## src/rtl/dmem_access_ctrl.sv

```systemverilog
// dmem_access_ctrl: MEM-stage data memory sequencer with a pipeline/loader
// round-robin arbiter. Loader port enabled by DMEM_ACCESS_CTRL_LOADER_EN.
module dmem_access_ctrl #(
  parameter int ADDR_W  = 32,
  parameter int DATA_W  = 32,
  parameter int LATENCY = 2
) (
  input  logic              clock,
  input  logic              reset,
  input  logic              pipe_memread,
  input  logic              pipe_memwrite,
  input  logic [ADDR_W-1:0] pipe_addr,
  input  logic [DATA_W-1:0] pipe_wdata,
  output logic              pipe_stall,
  output logic              pipe_done,
  output logic [DATA_W-1:0] pipe_rdata,
  input  logic              ld_req,
  input  logic              ld_we,
  input  logic [ADDR_W-1:0] ld_addr,
  input  logic [DATA_W-1:0] ld_wdata,
  output logic              ld_gnt,
  output logic              ld_done,
  output logic [DATA_W-1:0] ld_rdata,
  output logic              mem_read,
  output logic              mem_write,
  output logic [ADDR_W-1:0] mem_address,
  output logic [DATA_W-1:0] mem_write_data,
  input  logic [DATA_W-1:0] mem_result
);

  typedef enum logic [1:0] {
    IDLE,
    BUSY,
    RESP
  } state_e;

  state_e            state_q, state_d;
  logic [3:0]        cnt_q, cnt_d;
  logic              last_q, last_d;
  logic              own_q, own_d;
  logic              rd_q, rd_d;
  logic              wr_q, wr_d;
  logic [ADDR_W-1:0] addr_q, addr_d;
  logic [DATA_W-1:0] wdata_q, wdata_d;
  logic [DATA_W-1:0] prdata_q, prdata_d;
  logic [DATA_W-1:0] lrdata_q, lrdata_d;

  logic pipe_req;
  logic ld_req_w;
  logic ld_win;
  logic pipe_win;

  assign pipe_req = pipe_memread | pipe_memwrite;

`ifdef DMEM_ACCESS_CTRL_LOADER_EN
  assign ld_req_w = ld_req;
`else
  assign ld_req_w = 1'b0;
`endif

  // last_q=1 means the loader was served last, so the pipeline wins a tie
  assign ld_win   = ld_req_w & (~pipe_req | ~last_q);
  assign pipe_win = pipe_req & ~ld_win;

  // Next-state: grant/latch in IDLE, count down in BUSY, one RESP cycle
  always_comb begin
    state_d  = state_q;
    cnt_d    = cnt_q;
    last_d   = last_q;
    own_d    = own_q;
    rd_d     = rd_q;
    wr_d     = wr_q;
    addr_d   = addr_q;
    wdata_d  = wdata_q;
    prdata_d = prdata_q;
    lrdata_d = lrdata_q;
    unique case (state_q)
      IDLE: begin
        if (pipe_win | ld_win) begin
          own_d   = ld_win;
          last_d  = ld_win;
          cnt_d   = 4'(LATENCY - 1);
          state_d = BUSY;
          if (ld_win) begin
            wr_d    = ld_we;
            rd_d    = ~ld_we;
            addr_d  = ld_addr;
            wdata_d = ld_wdata;
          end else begin
            wr_d    = pipe_memwrite;
            rd_d    = ~pipe_memwrite;
            addr_d  = pipe_addr;
            wdata_d = pipe_wdata;
          end
        end
      end
      BUSY: begin
        if (cnt_q == 4'd0) begin
          if (rd_q) begin
            if (own_q) lrdata_d = mem_result;
            else       prdata_d = mem_result;
          end
          rd_d    = 1'b0;
          wr_d    = 1'b0;
          addr_d  = '0;
          wdata_d = '0;
          state_d = RESP;
        end else begin
          cnt_d = cnt_q - 4'd1;
        end
      end
      RESP: state_d = IDLE;
      default: state_d = IDLE;
    endcase
  end

  // State and datapath registers; reset abandons any in-flight access
  always_ff @(posedge clock or posedge reset) begin
    if (reset) begin
      state_q  <= IDLE;
      cnt_q    <= 4'd0;
      last_q   <= 1'b1;
      own_q    <= 1'b0;
      rd_q     <= 1'b0;
      wr_q     <= 1'b0;
      addr_q   <= '0;
      wdata_q  <= '0;
      prdata_q <= '0;
      lrdata_q <= '0;
    end else begin
      state_q  <= state_d;
      cnt_q    <= cnt_d;
      last_q   <= last_d;
      own_q    <= own_d;
      rd_q     <= rd_d;
      wr_q     <= wr_d;
      addr_q   <= addr_d;
      wdata_q  <= wdata_d;
      prdata_q <= prdata_d;
      lrdata_q <= lrdata_d;
    end
  end

  assign mem_read       = rd_q;
  assign mem_write      = wr_q;
  assign mem_address    = addr_q;
  assign mem_write_data = wdata_q;

  assign pipe_done  = (state_q == RESP) & ~own_q;
  assign ld_done    = (state_q == RESP) & own_q;
  assign ld_gnt     = (state_q == IDLE) & ld_win;
  assign pipe_stall = pipe_req & ~pipe_done;
  assign pipe_rdata = prdata_q;
  assign ld_rdata   = lrdata_q;

endmodule
```

## config.mk

```make
export PLATFORM = sky130hd
export DESIGN_NAME = dmem_access_ctrl
export DESIGN_NICKNAME = d
export VERILOG_FILES = /design/src/rtl/dmem_access_ctrl.sv
export SDC_FILE = /design/constraint.sdc
export NUM_CORES = 1
export LEC_CHECK = 0
export CAP_MARGIN = 0
export CORE_MARGIN = 5
export CORE_UTILIZATION = 33
export CTS_CLUSTER_DIAMETER = 100
export CTS_CLUSTER_SIZE = 10
export DETAILED_ROUTE_END_ITERATION = 12
export PLACE_DENSITY = 0.85
export SYNTH_ARGS = -nofsm -noshare
export SYNTH_HDL_FRONTEND = slang
export SYNTH_SLANG_ARGS = --single-unit
```

## constraint.sdc

```tcl
create_clock -name clock -period 3.1 [get_ports clock]
set_input_delay 0.465 -clock clock [delete_from_list [all_inputs] [get_ports clock]]
set_output_delay 0.465 -clock clock [all_outputs]
set_load 0.01 [all_outputs]
```

* Word level (Yosys, flattened, before mapping)
Cells that the tools add are included.
** Word-level totals
- Flip-flop bits (word level) :: 104
- Latch bits :: 0
- Memory bits (writable) :: 0
- Memory bits (read-only) :: 0
- Input bits :: 166
- Output and inout port bits :: 134
- Memories kept :: 0
** Operators by class
- $add $sub $neg :: 1
- $mul :: 0
- Div/mod/pow operators :: 0
- $lt $le $gt $ge :: 0
- Equal/unequal tests :: 5
- Shift-type cells :: 0
- Muxes and demuxes :: 16
- Bitwise operators :: 4
- Reductions and logical operators :: 7
** Operators with widths (count)
- one-hot mux 32 bit (2 select lines) :: 2
- two-way mux 32 bit :: 3
- AND reduction 3 bit :: 3
- two-way mux 4 bit :: 2
- one-hot mux 4 bit (2 select lines) :: 1
- inequality test 2 bit, second input constant :: 3
- zero test 4 bit :: 1
- two-way mux 2 bit :: 2
- one-hot mux 1 bit (2 select lines) :: 2
- one-hot mux 2 bit (2 select lines) :: 1
- subtractor 4 x 1 -> 4 bit, second input constant :: 1
- two-way mux 1 bit :: 3
- == test 2 x 1 -> 1 bit, second input constant :: 1
- == test 2 bit, second input constant :: 1
- zero test 2 bit :: 1
- inverter 1 bit :: 2
- AND reduction 2 bit :: 1
- nonzero test 2 bit :: 1
- AND 1 bit :: 1
- OR 1 bit :: 1

* Depth between registers and ports, before layout
- Word-level depth :: 3
- Mapped depth :: 7

* Worst setup path after synthesis
No wires, ideal clock.
- Kind :: reg-to-reg
- Start point :: reg cnt_q[0]
- End point :: reg prdata_q[10] (netlist: pipe_rdata[10])
- Data arrival time :: 1.777 ns
- Data required time :: 2.975 ns
- Slack :: 1.198 ns
- Stages on the path, launching flop included :: 7
- Clock period less this slack :: 1.902 ns
- Cell sequence :: dfrtp_1 inv_1 ha_1 or3b_4 nor3_4 buf_6 mux2_2
** Between the ends
- Longest elaborated chain between the ends :: 2
** Ends and longest elaborated chain
- from (decl) :: RTL line 38 : logic [3:0] cnt_q, cnt_d;
- from (signal assigned) :: RTL line 132 : cnt_q <= cnt_d;
- zero test 4 bit :: RTL line 98 : if (cnt_q == 4'd0) begin
- AND reduction 3 bit (no source line)
- to (signal assigned) :: RTL line 139 : prdata_q <= prdata_d;
- to (decl) :: RTL line 45 : logic [DATA_W-1:0] prdata_q, prdata_d;
No other way between the ends.
A chain may end at the register's enable or synchronous reset.

* Worst setup path after layout
- Start point :: reg state_q[0]
- End point :: reg wdata_q[27] (netlist: mem_write_data[27])
** Between the ends
- Longest elaborated chain between the ends :: 3
- Elaborated cells on any way between the ends :: 7
** Ends and longest elaborated chain
- from (decl) :: RTL line 37 : state_e state_q, state_d;
- from (signal assigned) :: RTL line 131 : state_q <= state_d;
- == test 2 x 1 -> 1 bit / zero test 2 bit (equally long branches) :: RTL line 77 : unique case (state_q)
- inequality test 2 bit (no source line) / nonzero test 2 bit (equally long branches)
- AND reduction 3 bit (no source line)
- to (signal assigned) :: RTL line 138 : wdata_q <= wdata_d;
- to (decl) :: RTL line 44 : logic [DATA_W-1:0] wdata_q, wdata_d;
Several ways; a longest one is shown, not always the timed one.

==> metrics.md <==
| Metric | Value |
|---|---|
| Worst setup EP type | `register` |
| Synth Area in XOR/XNOR | `0.195%` |
| RR Startpoint | `state_q[0]$_DFFE_PP0P_` |
| Top FF cell, synth | `dfrtp_1` |
| Post-synthesis compound-gate area fraction | `20.8%` |
| CTS buffer count | `9` |
| Max frequency | `0.412 GHz` |
| Synth area leaders | `dfrtp_1 58%, o2bb2ai_1 12%, mux2_2 7.8%` |
| IO Pins | `300` |
| Hpwl dp | `8630 µm` |
| H-tree depth | `3` |
| Clock sink total | `104` |
| Final period util | `78.2%` |
| Maximum vdd drop | `0.000479 V` |
| Die X | `127 µm` |
| Cell Area, Placed | `0.00650 mm²` |
| Worst EP arrival | `2.69 ns` |
| Layout cells sized above 1 | `11.2%` |
| Leakage | `2.76 nW` |
| MaxCap Viol Count | `0` |
| Vias in the first global route | `3,646` |
| Crit start category | `register` |
| Cell Pwr Density | `984 mW/mm²` |
| Actual slew at the worst max-slew pin | `0.930 ns` |
| Final Skew | `0.00952 ns` |
| Drt first pass iters | `4` |
| Ant. Diodes | `0` |
| Post-synth EDFFs | `0` |
| Drt via density | `4.81` |
| Drt drc | `0` |
| Post-CTS setup buffer count | `0` |
| Worst EP required | `3.36 ns` |
| Cell count after synthesis | `366` |
| Fillers | `1,164` |
| Slew HR | `37.8%` |
| Top cell type's share of synthesized area | `57.8%` |
| All-Layer GR Usage | `15.0%` |
| Clk buf depth | `2` |
| Worst Hold Class | `register to register` |
| First-pass GRT wire length | `19,400 µm` |
| Row Count | `42` |
| Mean Syn Cell Area | `12.3 µm²` |
| Max-slew violation count | `0` |
| Largest family of logic cells by synthesized area | `compound AO/OA/AOI/OAI gates` |
| Cell taking the most area after synthesis | `dfrtp_1` |
| Post-CTS Hold Buffers | `0` |
| DR top layer | `met4` |
| Clock latency on the worst-skew pair | `0.35 ns` |
| Clk slew on worst S/H paths | `0.07 ns` |
| Final net count | `718` |
| GR Overflow Total | `0` |
| DR WL met3 | `1420 µm` |
| Status | `complete, no violations` |
| Final setup TNS | `0 ns` |
| Avg WL per Cell | `16.7 µm` |
| Area Overhead vs Synth | `51.6%` |
| Die Y | `127 µm` |
| Post-CTS sizing | `0` |
| Inst Count DP | `715` |
| Total number of yosys warnings | `0` |
| WS Path Type | `register to register` |
| Pin count of the biggest net entering global routing | `105` |
| Storage cell area | `0.00260 mm²` |
| Mux contribution to synthesized area | `8.26%` |
| Adder-cell share of the synthesized area | `0.556%` |
| # setup viols final | `0` |
| Simple-gate area share of the yosys netlist | `2.64%` |
| Detail Route Antenna Nets | `0` |
| Area of the multi-input gates | `0.00161 mm²` |
| Final hold vios | `0` |
| Via count | `3,514` |
| Metal1 wirelength | `4750 µm` |
| Met2 wire length | `5760 µm` |
| Post-Layout Cell Count | `731` |
| Async set-reset flop share out of synthesis | `100%` |
| Port bufs | `199` |
| Core area | `0.0133 mm²` |
| Die Area | `0.0161 mm²` |
| Starting Density | `33.9%` |
| DR iter-0 viols | `117` |
| FF+latch count, synth | `104` |
| GPL Wtd Cong | `0.750` |
| CTS tree | `done` |
| CP Launch Point | `state_q[0]$_DFFE_PP0P_` |
| Area of the mapped netlist | `0.00450 mm²` |
| Initial antenna violation count | `0` |
| Crit path max fanout | `38` |
| Min-delay src | `pipe_rdata[6]$_DFFE_PP0P_` |
| Sequential fraction of the synthesis area | `57.8%` |
| Root Driver | `clkbuf_16` |
| Distinct cells, synth | `29` |
| WL final | `12,200 µm` |
| Min Tclk post-route | `2.43 ns` |
| Post-route cell area | `0.00682 mm²` |
| RSZ-0062 raised after global routing | `false` |
per-layer routing:
| metal | vias to the layer above | GRT usage (%) |
|---|---|---|
| met3 | 16 | 6.18 |
| met1 | 1681 | 17.8 |
| met5 | - | 0 |
| met4 | 0 | 5.93 |
| li1 | 1633 | - |
| met2 | 184 | 24.4 |
registers in the layout, indices dropped and copies added (netlist names):
register        cells
mem_read            1
pipe_rdata         32
mem_address        32
cnt_q               4
mem_write_data     32
mem_write           1
state_q             2
power by group:
group          switching, mW  leakage, nW  internal [mW]  total, mW
Clock                  0.503        0.149          0.712       1.21
Combinational           1.46         1.31           1.72       3.18
Sequential             0.318         1.30           2.00       2.32
cells in the final DEF (no fill, tap or decap), types with 3 or more instances in the layout:
cell type        instances
nor2_4                   3
buf_4                    5
o2bb2ai_1               64
conb_1                  34
o21ai_0                 69
nor3_1                   3
clkinvlp_4               3
clkbuf_16                9
mux2_2                  31
dfrtp_1                104
clkdlybuf4s50_1        199
inv_1                    4
critical path, stage by stage, from the launching register on:
cell       delay (ns)
dfrtp_1          0.42
or2_2            0.54
nor2_4           0.79
buf_4            0.43
o2bb2ai_1        0.16
path summary, 6_finish.rpt:
path | endpoint | cells past startpoint | slack [ns]
max | mem_write_data[27]$_DFFE_PP0P_ | 4 | 0.67
max in group asynchronous | cnt_q[0]$_DFFE_PP0P_ | 3 | 2.02
max reg2reg | mem_write_data[27]$_DFFE_PP0P_ | 4 | 0.67
min reg2reg | pipe_rdata[6]$_DFFE_PP0P_ | 1 | 0.49
min | pipe_rdata[6]$_DFFE_PP0P_ | 1 | 0.49
min in group asynchronous | pipe_rdata[14]$_DFFE_PP0P_ | 3 | 0.62
cell families (layout without fill, tap and decap cells):
| kind of cell | count (synthesis) | after routing |
|---|---|---|
| compound gates | 137 | 137 |
| xor+xnor | 1 | 1 |
| fa+ha+maj | 2 | 2 |
| buf+inv | 70 | 226 |
| flops | 104 | 104 |
| mux | 33 | 33 |
| other cells | 1 | 34 |
| simple gates | 18 | 18 |
layout make-up:
type | count | share of cell area, %
clock buffers | 10 | 3.36
clock inverters | 6 | 1.36
inverters | 5 | 0.330
multi-input cells | 225 | 23.6
flip-flops and latches | 104 | 38.1
well taps | 176 | 3.23
repair buffers | 205 | 30.0
metrics by stage:
stage	hold WS, ns	util [%]	setup slack [ns]	power (mW)
final	0.492	51.3	0.674	6.71
after global routing	0.512	51.3	0.458	7.18
after CTS	0.497	51.3	0.623	6.82
after detailed placement	0.482	48.9	0.511	5.58
after global placement	0.471	48.9	0.588	5.44
after floorplan	0.506	-	1.20	3.91
cell usage after synthesis (2+ instances only):
cell type / number
buf_4: 37
clkbuf_1: 17
mux2_1: 2
o2bb2ai_1: 64
mux2_2: 31
buf_2: 8
dfrtp_1: 104
nor2_1: 3
inv_1: 5
ha_1: 2
o21ai_0: 69
a31o_2: 2
nor3_1: 3
buf_6: 3
o22ai_1: 2
Note: power is estimated with default switching activity, not from simulation.
